==> src/rtl/pb_pkg.sv <==
// Shared types for the protobuf wire-format front end: wire types, error codes,
// sequencer states and varint limits.
package pb_pkg;

    localparam int unsigned MAX_VARINT_BYTES = 10;

    typedef enum logic [2:0] {
        WT_VARINT = 3'd0,
        WT_I64    = 3'd1,
        WT_LEN    = 3'd2,
        WT_SGROUP = 3'd3,
        WT_EGROUP = 3'd4,
        WT_I32    = 3'd5
    } wire_type_e;

    typedef enum logic [1:0] {
        ERR_NONE       = 2'd0,
        ERR_OVERFLOW   = 2'd1,
        ERR_ILLEGAL_WT = 2'd2,
        ERR_TRUNCATED  = 2'd3
    } pb_err_e;

    typedef enum logic [2:0] {
        ST_KEY,
        ST_VARINT,
        ST_FIX,
        ST_LEN,
        ST_PAYLOAD,
        ST_SKIP,
        ST_EMIT,
        ST_DRAIN
    } seq_state_e;

    // Groups (3/4) and the reserved codes 6/7 are not decodable.
    function automatic logic is_legal_wt(input logic [2:0] wt);
        return (wt == WT_VARINT) || (wt == WT_I64) || (wt == WT_LEN) || (wt == WT_I32);
    endfunction

endpackage

==> src/rtl/pb_varint_accum.sv <==
// Byte-serial varint accumulator: 7 bits per byte, LSB group first, bits past 64
// discarded. Flags the terminating byte and the byte that exceeds MAX_BYTES.
module pb_varint_accum
    import pb_pkg::*;
#(
    parameter int unsigned MAX_BYTES = MAX_VARINT_BYTES
) (
    input  logic        clk,
    input  logic        rst_n,
    input  logic        clear,
    input  logic        en,
    input  logic [7:0]  data,
    output logic [63:0] value_c,
    output logic        done_c,
    output logic        overflow_c
);

    localparam int unsigned CNT_W = $clog2(MAX_BYTES + 1);
    localparam int unsigned SH_W  = $clog2(7 * MAX_BYTES + 1);

    logic [63:0]      acc_q;
    logic [CNT_W-1:0] cnt_q;
    logic [SH_W-1:0]  shamt;

    assign shamt      = SH_W'(cnt_q) * SH_W'(7);
    assign value_c    = acc_q | (64'(data[6:0]) << shamt);
    assign done_c     = en && !data[7];
    assign overflow_c = en && data[7] && (cnt_q == CNT_W'(MAX_BYTES));

    always_ff @(posedge clk or negedge rst_n) begin
        if (!rst_n) begin
            acc_q <= '0;
            cnt_q <= '0;
        end else if (clear) begin
            acc_q <= '0;
            cnt_q <= '0;
        end else if (en) begin
            acc_q <= value_c;
            if (cnt_q != CNT_W'(MAX_BYTES)) begin
                cnt_q <= cnt_q + CNT_W'(1);
            end
        end
    end

endmodule

==> src/rtl/pb_wire_sequencer.sv <==
// Protobuf wire-format sequencer: decodes key/value per field, emits known fields,
// streams length-delimited payloads, drops unknown fields. PB_SKIP_STATS_EN adds counters.
module pb_wire_sequencer
    import pb_pkg::*;
#(
    parameter int unsigned FIELD_W    = 5,
    parameter int unsigned MAX_VARINT = MAX_VARINT_BYTES,
    parameter int unsigned LEN_W      = 16
) (
    input  logic                      clk,
    input  logic                      rst_n,
    input  logic                      in_valid,
    output logic                      in_ready,
    input  logic [7:0]                in_data,
    input  logic                      in_last,
    input  logic [(1<<FIELD_W)-1:0]   known_mask,
    output logic                      fld_valid,
    input  logic                      fld_ready,
    output logic [FIELD_W-1:0]        fld_num,
    output logic [2:0]                fld_wt,
    output logic [63:0]               fld_value,
    output logic                      pay_valid,
    output logic [7:0]                pay_data,
    output logic                      pay_last,
    output logic                      err,
    output logic [1:0]                err_code
`ifdef PB_SKIP_STATS_EN
    ,
    output logic [15:0]               skip_cnt,
    output logic [15:0]               err_cnt
`endif
);

    seq_state_e           state_q, state_d;
    logic [FIELD_W-1:0]   fnum_q, fnum_d;
    logic [2:0]           wt_q, wt_d;
    logic                 known_q, known_d;
    logic [LEN_W-1:0]     cnt_q, cnt_d;
    logic [63:0]          fix_q, fix_d;

    logic                 in_ready_d, fld_valid_d, err_d;
    logic [FIELD_W-1:0]   fld_num_d;
    logic [2:0]           fld_wt_d;
    logic [63:0]          fld_value_d;
    logic [1:0]           err_code_d;
    logic                 skip_evt_c;

    logic                 accept_c, acc_en_c, acc_clear_c, acc_done_c, acc_ovf_c;
    logic [63:0]          acc_value_c;
    logic [FIELD_W-1:0]   key_fnum_c;
    logic [2:0]           key_wt_c;
    logic                 key_known_c;
    logic [LEN_W-1:0]     len_c;
    logic [63:0]          fix_next_c, fix_final_c;

    assign accept_c    = in_valid && in_ready;
    assign acc_en_c    = accept_c && ((state_q == ST_KEY) || (state_q == ST_VARINT) || (state_q == ST_LEN));
    // Accumulator only keeps its contents while a varint is still in flight.
    assign acc_clear_c = !(acc_en_c && !acc_done_c && !acc_ovf_c && !in_last);

    pb_varint_accum #(.MAX_BYTES(MAX_VARINT)) u_accum (
        .clk        (clk),
        .rst_n      (rst_n),
        .clear      (acc_clear_c),
        .en         (acc_en_c),
        .data       (in_data),
        .value_c    (acc_value_c),
        .done_c     (acc_done_c),
        .overflow_c (acc_ovf_c)
    );

    assign key_fnum_c  = acc_value_c[FIELD_W+2:3];
    assign key_wt_c    = acc_value_c[2:0];
    assign key_known_c = (acc_value_c[63:FIELD_W+3] == '0) && known_mask[key_fnum_c];
    assign len_c       = acc_value_c[LEN_W-1:0];
    // Fixed fields shift in from the top; a fixed32 ends up in the upper half.
    assign fix_next_c  = {in_data, fix_q[63:8]};
    assign fix_final_c = (wt_q == WT_I32) ? {32'h0, fix_next_c[63:32]} : fix_next_c;

    // Next-state and output decode.
    always_comb begin
        state_d     = state_q;
        fnum_d      = fnum_q;
        wt_d        = wt_q;
        known_d     = known_q;
        cnt_d       = cnt_q;
        fix_d       = fix_q;
        fld_valid_d = fld_valid;
        fld_num_d   = fld_num;
        fld_wt_d    = fld_wt;
        fld_value_d = fld_value;
        err_d       = 1'b0;
        err_code_d  = err_code;
        skip_evt_c  = 1'b0;
        pay_valid   = 1'b0;
        pay_data    = 8'h00;
        pay_last    = 1'b0;

        case (state_q)
            ST_KEY: begin
                if (accept_c) begin
                    if (acc_ovf_c) begin
                        err_d      = 1'b1;
                        err_code_d = 2'(ERR_OVERFLOW);
                        state_d    = in_last ? ST_KEY : ST_DRAIN;
                    end else if (acc_done_c) begin
                        fnum_d  = key_fnum_c;
                        wt_d    = key_wt_c;
                        known_d = key_known_c;
                        if (!is_legal_wt(key_wt_c)) begin
                            err_d      = 1'b1;
                            err_code_d = 2'(ERR_ILLEGAL_WT);
                            state_d    = in_last ? ST_KEY : ST_DRAIN;
                        end else if (in_last) begin
                            err_d      = 1'b1;
                            err_code_d = 2'(ERR_TRUNCATED);
                        end else begin
                            case (key_wt_c)
                                WT_I64: begin
                                    state_d = ST_FIX;
                                    cnt_d   = LEN_W'(8);
                                end
                                WT_I32: begin
                                    state_d = ST_FIX;
                                    cnt_d   = LEN_W'(4);
                                end
                                WT_LEN:  state_d = ST_LEN;
                                default: state_d = ST_VARINT;
                            endcase
                        end
                    end else if (in_last) begin
                        err_d      = 1'b1;
                        err_code_d = 2'(ERR_TRUNCATED);
                    end
                end
            end
            ST_VARINT: begin
                if (accept_c) begin
                    if (acc_ovf_c) begin
                        err_d      = 1'b1;
                        err_code_d = 2'(ERR_OVERFLOW);
                        state_d    = in_last ? ST_KEY : ST_DRAIN;
                    end else if (acc_done_c) begin
                        if (known_q) begin
                            state_d     = ST_EMIT;
                            fld_valid_d = 1'b1;
                            fld_num_d   = fnum_q;
                            fld_wt_d    = wt_q;
                            fld_value_d = acc_value_c;
                        end else begin
                            skip_evt_c = 1'b1;
                            state_d    = ST_KEY;
                        end
                    end else if (in_last) begin
                        err_d      = 1'b1;
                        err_code_d = 2'(ERR_TRUNCATED);
                        state_d    = ST_KEY;
                    end
                end
            end
            ST_FIX: begin
                if (accept_c) begin
                    cnt_d = cnt_q - LEN_W'(1);
                    if (cnt_q == LEN_W'(1)) begin
                        fix_d = '0;
                        if (known_q) begin
                            state_d     = ST_EMIT;
                            fld_valid_d = 1'b1;
                            fld_num_d   = fnum_q;
                            fld_wt_d    = wt_q;
                            fld_value_d = fix_final_c;
                        end else begin
                            skip_evt_c = 1'b1;
                            state_d    = ST_KEY;
                        end
                    end else if (in_last) begin
                        fix_d      = '0;
                        cnt_d      = '0;
                        err_d      = 1'b1;
                        err_code_d = 2'(ERR_TRUNCATED);
                        state_d    = ST_KEY;
                    end else begin
                        fix_d = fix_next_c;
                    end
                end
            end
            ST_LEN: begin
                if (accept_c) begin
                    if (acc_ovf_c) begin
                        err_d      = 1'b1;
                        err_code_d = 2'(ERR_OVERFLOW);
                        state_d    = in_last ? ST_KEY : ST_DRAIN;
                    end else if (acc_done_c) begin
                        if (in_last && (len_c != '0)) begin
                            err_d      = 1'b1;
                            err_code_d = 2'(ERR_TRUNCATED);
                            state_d    = ST_KEY;
                        end else if (known_q) begin
                            cnt_d       = len_c;
                            state_d     = ST_EMIT;
                            fld_valid_d = 1'b1;
                            fld_num_d   = fnum_q;
                            fld_wt_d    = wt_q;
                            fld_value_d = 64'(len_c);
                        end else if (len_c == '0) begin
                            skip_evt_c = 1'b1;
                            state_d    = ST_KEY;
                        end else begin
                            cnt_d   = len_c;
                            state_d = ST_SKIP;
                        end
                    end else if (in_last) begin
                        err_d      = 1'b1;
                        err_code_d = 2'(ERR_TRUNCATED);
                        state_d    = ST_KEY;
                    end
                end
            end
            ST_PAYLOAD: begin
                if (accept_c) begin
                    pay_valid = 1'b1;
                    pay_data  = in_data;
                    cnt_d     = cnt_q - LEN_W'(1);
                    if (cnt_q == LEN_W'(1)) begin
                        pay_last = 1'b1;
                        state_d  = ST_KEY;
                    end else if (in_last) begin
                        cnt_d      = '0;
                        err_d      = 1'b1;
                        err_code_d = 2'(ERR_TRUNCATED);
                        state_d    = ST_KEY;
                    end
                end
            end
            ST_SKIP: begin
                if (accept_c) begin
                    cnt_d = cnt_q - LEN_W'(1);
                    if (cnt_q == LEN_W'(1)) begin
                        skip_evt_c = 1'b1;
                        state_d    = ST_KEY;
                    end else if (in_last) begin
                        cnt_d      = '0;
                        err_d      = 1'b1;
                        err_code_d = 2'(ERR_TRUNCATED);
                        state_d    = ST_KEY;
                    end
                end
            end
            ST_EMIT: begin
                if (fld_ready) begin
                    fld_valid_d = 1'b0;
                    state_d     = ((wt_q == WT_LEN) && (cnt_q != '0)) ? ST_PAYLOAD : ST_KEY;
                end
            end
            ST_DRAIN: begin
                if (accept_c && in_last) begin
                    state_d = ST_KEY;
                end
            end
            default: state_d = ST_KEY;
        endcase

        in_ready_d = (state_d != ST_EMIT);
    end

    always_ff @(posedge clk or negedge rst_n) begin
        if (!rst_n) begin
            state_q   <= ST_KEY;
            fnum_q    <= '0;
            wt_q      <= '0;
            known_q   <= 1'b0;
            cnt_q     <= '0;
            fix_q     <= '0;
            in_ready  <= 1'b1;
            fld_valid <= 1'b0;
            fld_num   <= '0;
            fld_wt    <= '0;
            fld_value <= '0;
            err       <= 1'b0;
            err_code  <= '0;
        end else begin
            state_q   <= state_d;
            fnum_q    <= fnum_d;
            wt_q      <= wt_d;
            known_q   <= known_d;
            cnt_q     <= cnt_d;
            fix_q     <= fix_d;
            in_ready  <= in_ready_d;
            fld_valid <= fld_valid_d;
            fld_num   <= fld_num_d;
            fld_wt    <= fld_wt_d;
            fld_value <= fld_value_d;
            err       <= err_d;
            err_code  <= err_code_d;
        end
    end

`ifdef PB_SKIP_STATS_EN
    // Saturating counters of dropped fields and error pulses.
    always_ff @(posedge clk or negedge rst_n) begin
        if (!rst_n) begin
            skip_cnt <= '0;
            err_cnt  <= '0;
        end else begin
            if (skip_evt_c && (skip_cnt != 16'hFFFF)) begin
                skip_cnt <= skip_cnt + 16'd1;
            end
            if (err_d && (err_cnt != 16'hFFFF)) begin
                err_cnt <= err_cnt + 16'd1;
            end
        end
    end
`endif

endmodule

==> config.mk <==
export PLATFORM = sky130hd
export DESIGN_NAME = pb_wire_sequencer
export DESIGN_NICKNAME = d
export VERILOG_FILES = /design/src/rtl/pb_pkg.sv /design/src/rtl/pb_varint_accum.sv /design/src/rtl/pb_wire_sequencer.sv
export SDC_FILE = /design/constraint.sdc
export NUM_CORES = 1
export LEC_CHECK = 0
export BUFFER_PORTS_ARGS = -buffer_cell sky130_fd_sc_hd__buf_2
export CORE_MARGIN = 1.5
export CORE_UTILIZATION = 30
export CTS_CLUSTER_DIAMETER = 50
export CTS_CLUSTER_SIZE = 16
export DETAILED_ROUTE_END_ITERATION = 16
export GPL_ROUTABILITY_DRIVEN = 0
export HOLD_SLACK_MARGIN = 0.1
export SYNTH_ARGS = -nofsm -noshare
export SYNTH_HDL_FRONTEND = slang
export SYNTH_SLANG_ARGS = --single-unit
==> constraint.sdc <==
create_clock -name clk -period 3.5 [get_ports clk]
set_clock_uncertainty 0.15 [all_clocks]
set_input_delay 0.175 -clock clk [delete_from_list [all_inputs] [get_ports clk]]
set_output_delay 0.175 -clock clk [all_outputs]
set_load 0.005 [all_outputs]
Yosys cells after proc, flatten, opt, wreduce, memory -nomap -nowiden
Cells that the tools add are included.
- bits in latches: 0
- input bits: 45
- bits in writable memories: 0
- register bits: 237
- ROM bits: 0
- logic and storage cells: 242
- output and inout bits: 87
- memories kept: 0
- add/sub/neg operators: 2
- $mul: 1
- div/mod/pow operators: 0
- mux-type cells: 136
- reductions and logical operators: 42
- order comparisons: 1
- shift operators: 1
- bitwise logic cells: 2
- equal/unequal tests: 42
- operators by type and width (operator ; count):
    $mux W64 ; 17
    $mux W16 ; 14
    $pmux W64 S3 ; 1
    $mux W3 ; 34
    $or A64 B64 Y64 ; 1
    $shl A7 B7 Y64 ; 1
    $logic_not A56 Y1 ; 1
    $mux W5 ; 10
    $pmux W16 S3 ; 1
    $ne A2 B2 Y1 const B ; 19
    $pmux W16 S2 ; 1
    $reduce_bool A16 Y1 ; 2
    $mux W1 ; 31
    $mux W2 ; 14
    $reduce_and A13 Y1 ; 2
    $pmux W3 S7 ; 1
    $eq A3 B3 Y1 const B ; 6
    $eq A16 B1 Y1 const B ; 1
    $logic_not A16 Y1 ; 1
    $mux W8 ; 2
    $sub A16 B1 Y16 const B ; 1
    $pmux W5 S3 ; 1
    $eq A3 B2 Y1 const B ; 4
    $logic_and A1 B1 Y1 ; 12
    29 further kinds ; 49

Longest topological paths before layout
Gate-level depths: netlist (run 1).
- depth after elaboration: 13
- mapped depth: 11
- depth with buffers taken out: 9

By module
Synthesis (run 1) repeated with hierarchy kept, for this count alone.
- cells, all modules: 1118
- area, all modules: 12124.1 sq um
- modules (own cells, without submodules) (module ; area an instance (sq um) ; seq. area each (sq um) ; instances ; cells an instance):
    pb_wire_sequencer ; 8818.5 ; 4030.1 ; 1 ; 781
    pb_varint_accum ; 3305.7 ; 1701.6 ; 1 ; 337

Worst setup path before layout (run 1)
Ideal clock, no wire load.
- path kind: register -> register
- start: register u_accum.cnt_q[1]
- end: register known_q
- cell stages (with the launch flop): 9
- path buffers: 2
- clock period less this slack: 2.681 ns
- library setup time: 0.122 ns
- setup slack: 0.819 ns
- required time: 3.228 ns
- arrival time: 2.409 ns
- cells stage by stage: dfrtp_1 -> buf_2 -> nor4_4 -> a21o_1 -> buf_2 -> mux4_2 -> a2111oi_0 -> o21ai_0 -> a32o_1
- word-level cells in the longest chain between the ends: 6
- elaborated cells on any way between the ends: 11
- classes of those cells: mul: 1; eq/ne: 1; shift: 1; mux: 2; bitwise: 2; reduce/logical: 4
- ends and longest elaborated chain (element ; RTL line ; text):
    start, declared ; pb_varint_accum.sv:22 ; logic [CNT_W-1:0] cnt_q;
    start signal, assigned ; pb_varint_accum.sv:40 ; cnt_q <= cnt_q + CNT_W'(1);
    $mul A4 B3 Y7 ; pb_varint_accum.sv:25 ; assign shamt = SH_W'(cnt_q) * SH_W'(7);
    $shl A7 B7 Y64 ; pb_varint_accum.sv:26 ; assign value_c = acc_q | (64'(data[6:0]) << shamt);
    $or A64 B64 Y64 ; pb_varint_accum.sv:26 ;
    $bmux W1 S5 ; pb_wire_sequencer.sv:74 ; assign key_known_c = (acc_value_c[63:FIELD_W+3] == '0) && known_mask[key_fnum_c];
    $mux W1 (implied by the code) ; pb_wire_sequencer.sv:74 ;
    $logic_and A1 B1 Y1 ; pb_wire_sequencer.sv:74 ;
    end signal, assigned ; pb_wire_sequencer.sv:285 ; known_q <= known_d;
    end, declared ; pb_wire_sequencer.sv:37 ; logic known_q, known_d;
Parallel ways exist; a longest one is shown, timed or not. The select of a mux whose other input is x is not followed.
A chain may end at the register's enable or synchronous reset.

Worst setup path in the final report (run 1)
- start: register u_accum.cnt_q[0]
- end: register known_q
Same word-level chain as after synthesis.

==> results.py, run 1 <==
metrics = {
    "logic_synthesis": {
        "synth_area_leaders": "dfrtp_1 51%, nand2_1 8.6%, o21ai_0 5.6%, nor2_1 4.5%, a21oi_1 4.4%",
        "synth_compound_area_frac": 0.1998,
        "synth_warnings": 0,
        "synth.net_count": 1313,
        "synthAdderAreaFrac": 0.004454,
        "synth_seq_cells": 229,
        "syn_avg_cell_area_um2": 8.889,
        "yosys.area_share.simple": 0.2046,
        "synth_top_family_by_area": "simple AND/OR/NAND/NOR gates",
        "synth.cell_area_um2": 11240,
        "synthMuxAreaShare": 0.03430,
        "synth_top_area_cell": "dfrtp_1",
        "syn_inst": 1264,
        "synth-xor-area-share": 0.001559,
        "synth_enable_flop_cells": 0,
        "synthArstFlopShare": 1.000,
        "synth_top_area_frac": 0.5078,
        "synth_cell_types": 75,
        "synthFlopType": "dfrtp_1",
        "yosysSeqAreaShare": 0.5101,
    },
    "floorplan": {
        "num_rows": 70,
        "die_w_um": 196.5,
        "core_um2": 36700,
        "die_y_um": 196.5,
        "die_area_um2": 38620,
        "initial_core_util": 0.3062,
        "io-pin-count": 132,
    },
    "sta": {
        "slew_headroom": 0.3906,
        "post-route-period-util": 0.9203,
        "max_freq_ghz": 0.3105,
        "setup_viol": 0,
        "holdWs_ns": 0.1423,
        "fin_crit_ns": 3.221,
        "drv_slew": 0,
        "tightestPinTransition_ns": 0.9107,
        "timing.final.ws_setup_ns": 0.2789,
        "fin_tns_setup_ns": 0,
        "hold_violations": 0,
        "rsz0062_at_grt": "false",
    },
    "pwr": {
        "peakVddDrop_mv": 0.3160,
        "power_density_nw_per_um2": 698.4,
        "total_power_mw": 9.454,
        "power.leakage_nw": 6.208,
    },
    "global_route": {
        "grt_pass1_vias": 9785,
        "grt_usage": 0.1958,
        "grt_pass1_wl_mm": 58.90,
        "grt_max_degree": 83,
        "antenna_found_initial": 0,
        "grt.overflow.total": 0,
    },
    "cells_and_area": {
        "antennaDiodeCount": 0,
        "instances_no_fill": 1872,
        "nets": 1433,
        "finalInstanceArea_um2": 13540,
        "final_core_util": 0.3689,
        "area_delta_synth_final_pct": 20.48,
        "drive_gt1_frac": 0.1838,
    },
    "setup_path": {
        "worstPathRequired_ns": 3.78,
        "cp-start-kind": "flop",
        "worst-path-max-fanout": 14,
        "arrival_ns": 3.50,
        "endpoint_kind": "flop",
        "setup.worst_path.class": "flop to flop",
    },
    "routing": {
        "wl_per_cell_um": 20.27,
        "ant_nets": 0,
        "vias": 10110,
        "drc_errors": 0,
        "vias_per_cell": 5.403,
        "drtPass1Iterations": 8,
        "wl_mm": 37.95,
        "dr.first_iter.drc_count": 931,
    },
    "place": {
        "place_inst": 1803,
        "placed_cell_area_um2": 12370,
        "io_buffers": 131,
        "hpwlAfterDp_mm": 26.05,
        "pre_cts_slack_ns": 0.1578,
    },
    "clocking": {
        "ctsLongestPathBuffers": 3,
        "clk_pin_slew_ns": 0.07,
        "cts_buffers": 28,
        "htree_levels": 1,
        "cts_tree": "done",
        "root_buffer": "clkbuf_16",
        "clock_latency_ns": 0.56,
        "cts.sinks": 229,
    },
    "run": {
        "drv_cap": 0,
    },
    "status": {
        "status": "completed",
    },
    "hold_path": {
        "hp-class": "input port to flop",
    },
}
==> cells by family (layout without fill, tap and decap cells) <==
logic type | count (synthesis) | after routing
compound gates | 371 | 371
xor+xnor | 2 | 2
fa+ha+maj | 4 | 4
buf+inv | 108 | 248
flops | 229 | 229
mux | 32 | 32
simple gates | 518 | 518
==> report_power, final <==
part / total (mW) / switching [mW] / internal [mW]
Clock: 3.04 / 1.30 / 1.74
Sequential: 3.55 / 0.455 / 3.09
Combinational: 2.87 / 1.80 / 1.07
Total: 9.45 / 3.56 / 5.90
==> metal layers <==
| metal | vias up | share of wire | track usage |
|---|---|---|---|
| li1 | 4669 | - | - |
| met1 | 4930 | 0.43 | 0.2685 |
| met2 | 437 | 0.46 | 0.3149 |
| met3 | 78 | 0.070 | 0.03371 |
| met4 | 0 | 0.032 | 0.06154 |
| met5 | - | 0 | 0 |
==> cell usage after synthesis (3+ instances only) <==
cell and instances:
nor4_1 11, inv_1 11, nor2_1 134, clkbuf_1 70, mux2i_1 22, ha_1 4, and2_1 16, o22ai_1 12
a21o_1 8, a31oi_1 14, a22oi_1 7, o22a_1 16, or4_4 3, buf_6 11, buf_2 7, nand2_1 257
o32ai_1 3, buf_1 5, mux2_4 8, a22o_1 13, nor3_1 13, o211ai_1 3, or4_1 4, nand4_1 15
a21oi_1 98, nand3_1 26, a211oi_1 6, buf_4 3, nand2b_1 5, dfrtp_1 228, a31o_2 3, o21a_1 3
o31ai_1 5, and4_1 3, o21ai_0 126, or3_1 3, o21ai_1 25, nor2b_1 6, and3_1 7, a2111oi_0 8
==> cell type report <==
cell class              instances  area (um2)
inverters                      12       45.04
flip-flops and latches        229        5732
multi-input cells             927        5027
well taps                     468       585.6
clock buffers                  30       739.5
clock inverters                20       239.0
repair buffers                186        1169
fillers                      3694       23160
==> worst max-delay path, stage by stage, from the launching register on <==
cell and delay (ns):
dfrtp_1 0.54, nor4_4 0.61, a21o_2 0.45, mux4_2 0.38, a2111oi_0 0.55, o21ai_0 0.17
a32o_1 0.24
==> placed cells by master (no fill, tap or decap), types with 5 or more instances in the layout <==
cell type / count
inv_6: 5
o31ai_1: 5
and3_1: 7
a31oi_1: 14
and2_1: 16
nand2_1: 257
a211oi_1: 6
clkbuf_16: 29
a22oi_1: 7
a2111oi_0: 8
buf_2: 130
o21ai_1: 25
o22a_1: 16
mux2_4: 8
nand3_1: 25
dfrtp_1: 228
nor3_1: 13
a22o_1: 13
inv_1: 11
nor2_1: 132
o22ai_1: 12
dlygate4sd3_1: 16
mux2i_1: 22
nand2b_1: 5
o21ai_0: 126
nand4_1: 15
nor4_1: 10
nor2b_1: 6
buf_4: 35
a21oi_1: 98
a21o_1: 7
==> repair_timing <==
| action | 4_1_cts | 5_1_grt |
|---|---|---|
| resized for setup | 0 | 1 |
| buffers inserted | 0 | 3 |
| endpoints found under the hold margin | 200 | 0 |
| hold buffers | 16 | 0 |
| setup endpoints to repair | 0 | 19 |
==> registers in the layout (all words and copies together), names as in the netlist, 2 cells and up <==
name	count
fld_wt	3
err_code	2
fnum_q	5
cnt_q	16
u_accum.acc_q	64
fix_q	56
state_q	3
u_accum.cnt_q	4
fld_num	5
fld_value	64
wt_q	3
==> worst paths after layout <==
check                                             start                            end  slack (ns)  depth (start not counted)
min reg2reg                   fld_value[52]$_DFFE_PN0P_      fld_value[52]$_DFFE_PN0P_        0.33                          2
min in group asynchronous                         rst_n   u_accum.acc_q[4]$_DFFE_PN0P_        0.60                          3
max in group asynchronous                         rst_n  u_accum.acc_q[63]$_DFFE_PN0P_        1.49                          4
max                        u_accum.cnt_q[0]$_DFFE_PN0P_            known_q$_DFFE_PN0P_        0.28                          6
max reg2reg                u_accum.cnt_q[0]$_DFFE_PN0P_            known_q$_DFFE_PN0P_        0.28                          6
min                                      known_mask[19]            known_q$_DFFE_PN0P_        0.14                          6
(Power assumes the default switching activity.)
==> inputs of run 2 (changes only) <==
--- a/config.mk
+++ b/config.mk
@@ -7,12 +7,13 @@
 export LEC_CHECK = 0
 export BUFFER_PORTS_ARGS = -buffer_cell sky130_fd_sc_hd__buf_2
 export CORE_MARGIN = 1.5
-export CORE_UTILIZATION = 30
+export CORE_UTILIZATION = 59
 export CTS_CLUSTER_DIAMETER = 50
 export CTS_CLUSTER_SIZE = 16
 export DETAILED_ROUTE_END_ITERATION = 16
 export GPL_ROUTABILITY_DRIVEN = 0
 export HOLD_SLACK_MARGIN = 0.1
+export PLACE_DENSITY = 0.81
 export SYNTH_ARGS = -nofsm -noshare
 export SYNTH_HDL_FRONTEND = slang
 export SYNTH_SLANG_ARGS = --single-unit
==> results.py, run 2 (same netlist as run 1, synthesis figures left out) <==
metrics = {
    "pwr": {
        "p_seq_frac": 0.402,
        "clockPowerShare": 0.284,
        "power_density_nw_per_um2": 683.7,
        "swShare": 0.3747,
        "pwr-share-comb": 0.314,
        "p_int_mw": 5.548,
        "power.leakage_nw": 6.068,
        "power.switching_mw": 3.324,
        "peakVddDrop_mv": 0.3516,
    },
    "clocking": {
        "ctsResizeCount": 0,
        "htree_levels": 1,
        "clock_latency_ns": 0.53,
        "clk_pin_slew_ns": 0.07,
        "cts_tree": "done",
        "cts_buffers": 22,
        "cts.sinks": 229,
        "ctsLongestPathBuffers": 3,
        "root_buffer": "clkbuf_16",
    },
    "cells_and_area": {
        "n_fill_cell": 1430,
        "finalInstanceArea_um2": 12980,
        "area_delta_synth_final_pct": 15.50,
        "drive_gt1_frac": 0.1748,
        "nets": 1425,
        "layout_commonest_cell": "nand2_1",
        "reg.largest.list": "fld_value: 64 flops, u_accum.acc_q: 64 flops, fix_q: 56 flops",
        "mostFrequentLayoutCells": "257 x nand2_1, 228 x dfrtp_1, 132 x nor2_1",
        "antennaDiodeCount": 0,
    },
    "sta": {
        "tightestPinTransition_ns": 0.9016,
        "slew_headroom": 0.3989,
        "hold_violations": 0,
        "fin_crit_ns": 2.997,
        "fin_tns_setup_ns": 0,
        "post-route-period-util": 0.8563,
        "rsz0062_at_grt": "false",
        "drv_slew": 0,
        "max_freq_ghz": 0.3337,
        "setup_viol": 0,
    },
    "setup_path": {
        "setup.worst_path.class": "flop to flop",
        "worst-path-max-fanout": 2,
        "arrival_ns": 3.31,
        "worstPathRequired_ns": 3.82,
        "endpoint_kind": "flop",
        "cp-start-kind": "flop",
    },
    "routing": {
        "drtPass1Iterations": 7,
        "wl_per_cell_um": 21.05,
        "ant_nets": 0,
        "wl_mm": 34.19,
        "vias_per_cell": 6.456,
        "vias": 10490,
        "drc_errors": 0,
        "dr.first_iter.drc_count": 1528,
    },
    "floorplan": {
        "die_w_um": 141,
        "initial_core_util": 0.6007,
        "die_area_um2": 19880,
        "core_um2": 18710,
        "io-pin-count": 132,
        "num_rows": 50,
        "die_y_um": 141,
    },
    "status": {
        "status": "completed",
    },
    "global_route": {
        "grt_usage": 0.3463,
        "grt_pass1_vias": 9776,
        "grt.overflow.total": 0,
        "grt_pass1_wl_mm": 53.90,
        "antenna_found_initial": 0,
        "grt_max_degree": 101,
    },
    "place": {
        "hpwlAfterDp_mm": 23.01,
        "placed_cell_area_um2": 12040,
        "io_buffers": 131,
    },
    "hold_path": {
        "hp-class": "input port to flop",
    },
    "run": {
        "drv_cap": 0,
    },
}
==> run 2: layout make-up <==
| type | count | area [um2] | share of cell area |
|---|---|---|---|
| Tap cell | 234 | 292.8 | 0.02256 |
| Clock buffer | 25 | 571.8 | 0.04406 |
| Inverter | 12 | 45.04 | 0.003471 |
| Multi-Input combinational cell | 927 | 5020 | 0.3868 |
| Timing Repair Buffer | 184 | 1134 | 0.08735 |
| Sequential cell | 229 | 5732 | 0.4417 |
| Clock inverter | 13 | 182.7 | 0.01408 |
==> run 2: stage by stage <==
stage	worst slack, ns	std cells	hold slack, ns	utilization	power, mW
after global placement	0.3697	1567	0.1152	0.6434	6.187
after floorplan	0.8192	1264	-0.2706	-	5.255
after detailed placement	0.1819	1567	0.1117	0.6434	6.259
after global routing	0.3115	1624	0.1447	0.6938	9.267
after CTS	0.1433	1618	0.1039	0.6907	8.782
final	0.5031	1624	0.1243	0.6938	8.872
==> run 2: worst max-delay path, cell delays in order (launching register included) <==
cell	delay [ns]
dfrtp_1	0.37
or4_1	0.58
a2111oi_0	0.61
nand4_1	0.27
nor4_1	0.47
and3_1	0.30
a32o_1	0.18
==> run 2: repair_timing <==
item / in CTS / in global routing
hold buffers: 13 / 0
setup endpoints to repair: 0 / 21
endpoints found under the hold margin: 143 / 0
buffers inserted: 0 / 6
==> run 2: metal layers <==
layer	wire [um]	track usage	vias up
li1	-	-	4643
met1	13120	0.4766	5031
met2	15830	0.5468	684
met3	3616	0.05605	127
met4	1626	0.1541	0
met5	0	0	-
==> run 2: worst paths after layout <==
kind	startpoint	to	slack (ns)	cells past startpoint
worst max-delay path	u_accum.acc_q[31]$_DFFE_PN0P_	known_q$_DFFE_PN0P_	0.50	6
worst min-delay path	known_mask[6]	known_q$_DFFE_PN0P_	0.12	6
worst max register to register	u_accum.acc_q[31]$_DFFE_PN0P_	known_q$_DFFE_PN0P_	0.50	6
worst min register to register	fld_value[57]$_DFFE_PN0P_	fld_value[57]$_DFFE_PN0P_	0.33	2
max in group asynchronous	rst_n	fld_value[22]$_DFFE_PN0P_	2.16	3
min in group asynchronous	rst_n	fld_num[2]$_DFFE_PN0P_	0.13	2
==> run 2: power groups by stage <==
stage,clock [mW],sequential [mW],combinational (mW)
4_1_cts,2.53,3.54,2.70
5_1_grt,2.63,3.61,3.03
6_report,2.52,3.57,2.78
3_5_place_dp,0,3.59,2.67
3_3_place_gp,0,3.57,2.61
2_1_floorplan,0,3.42,1.84
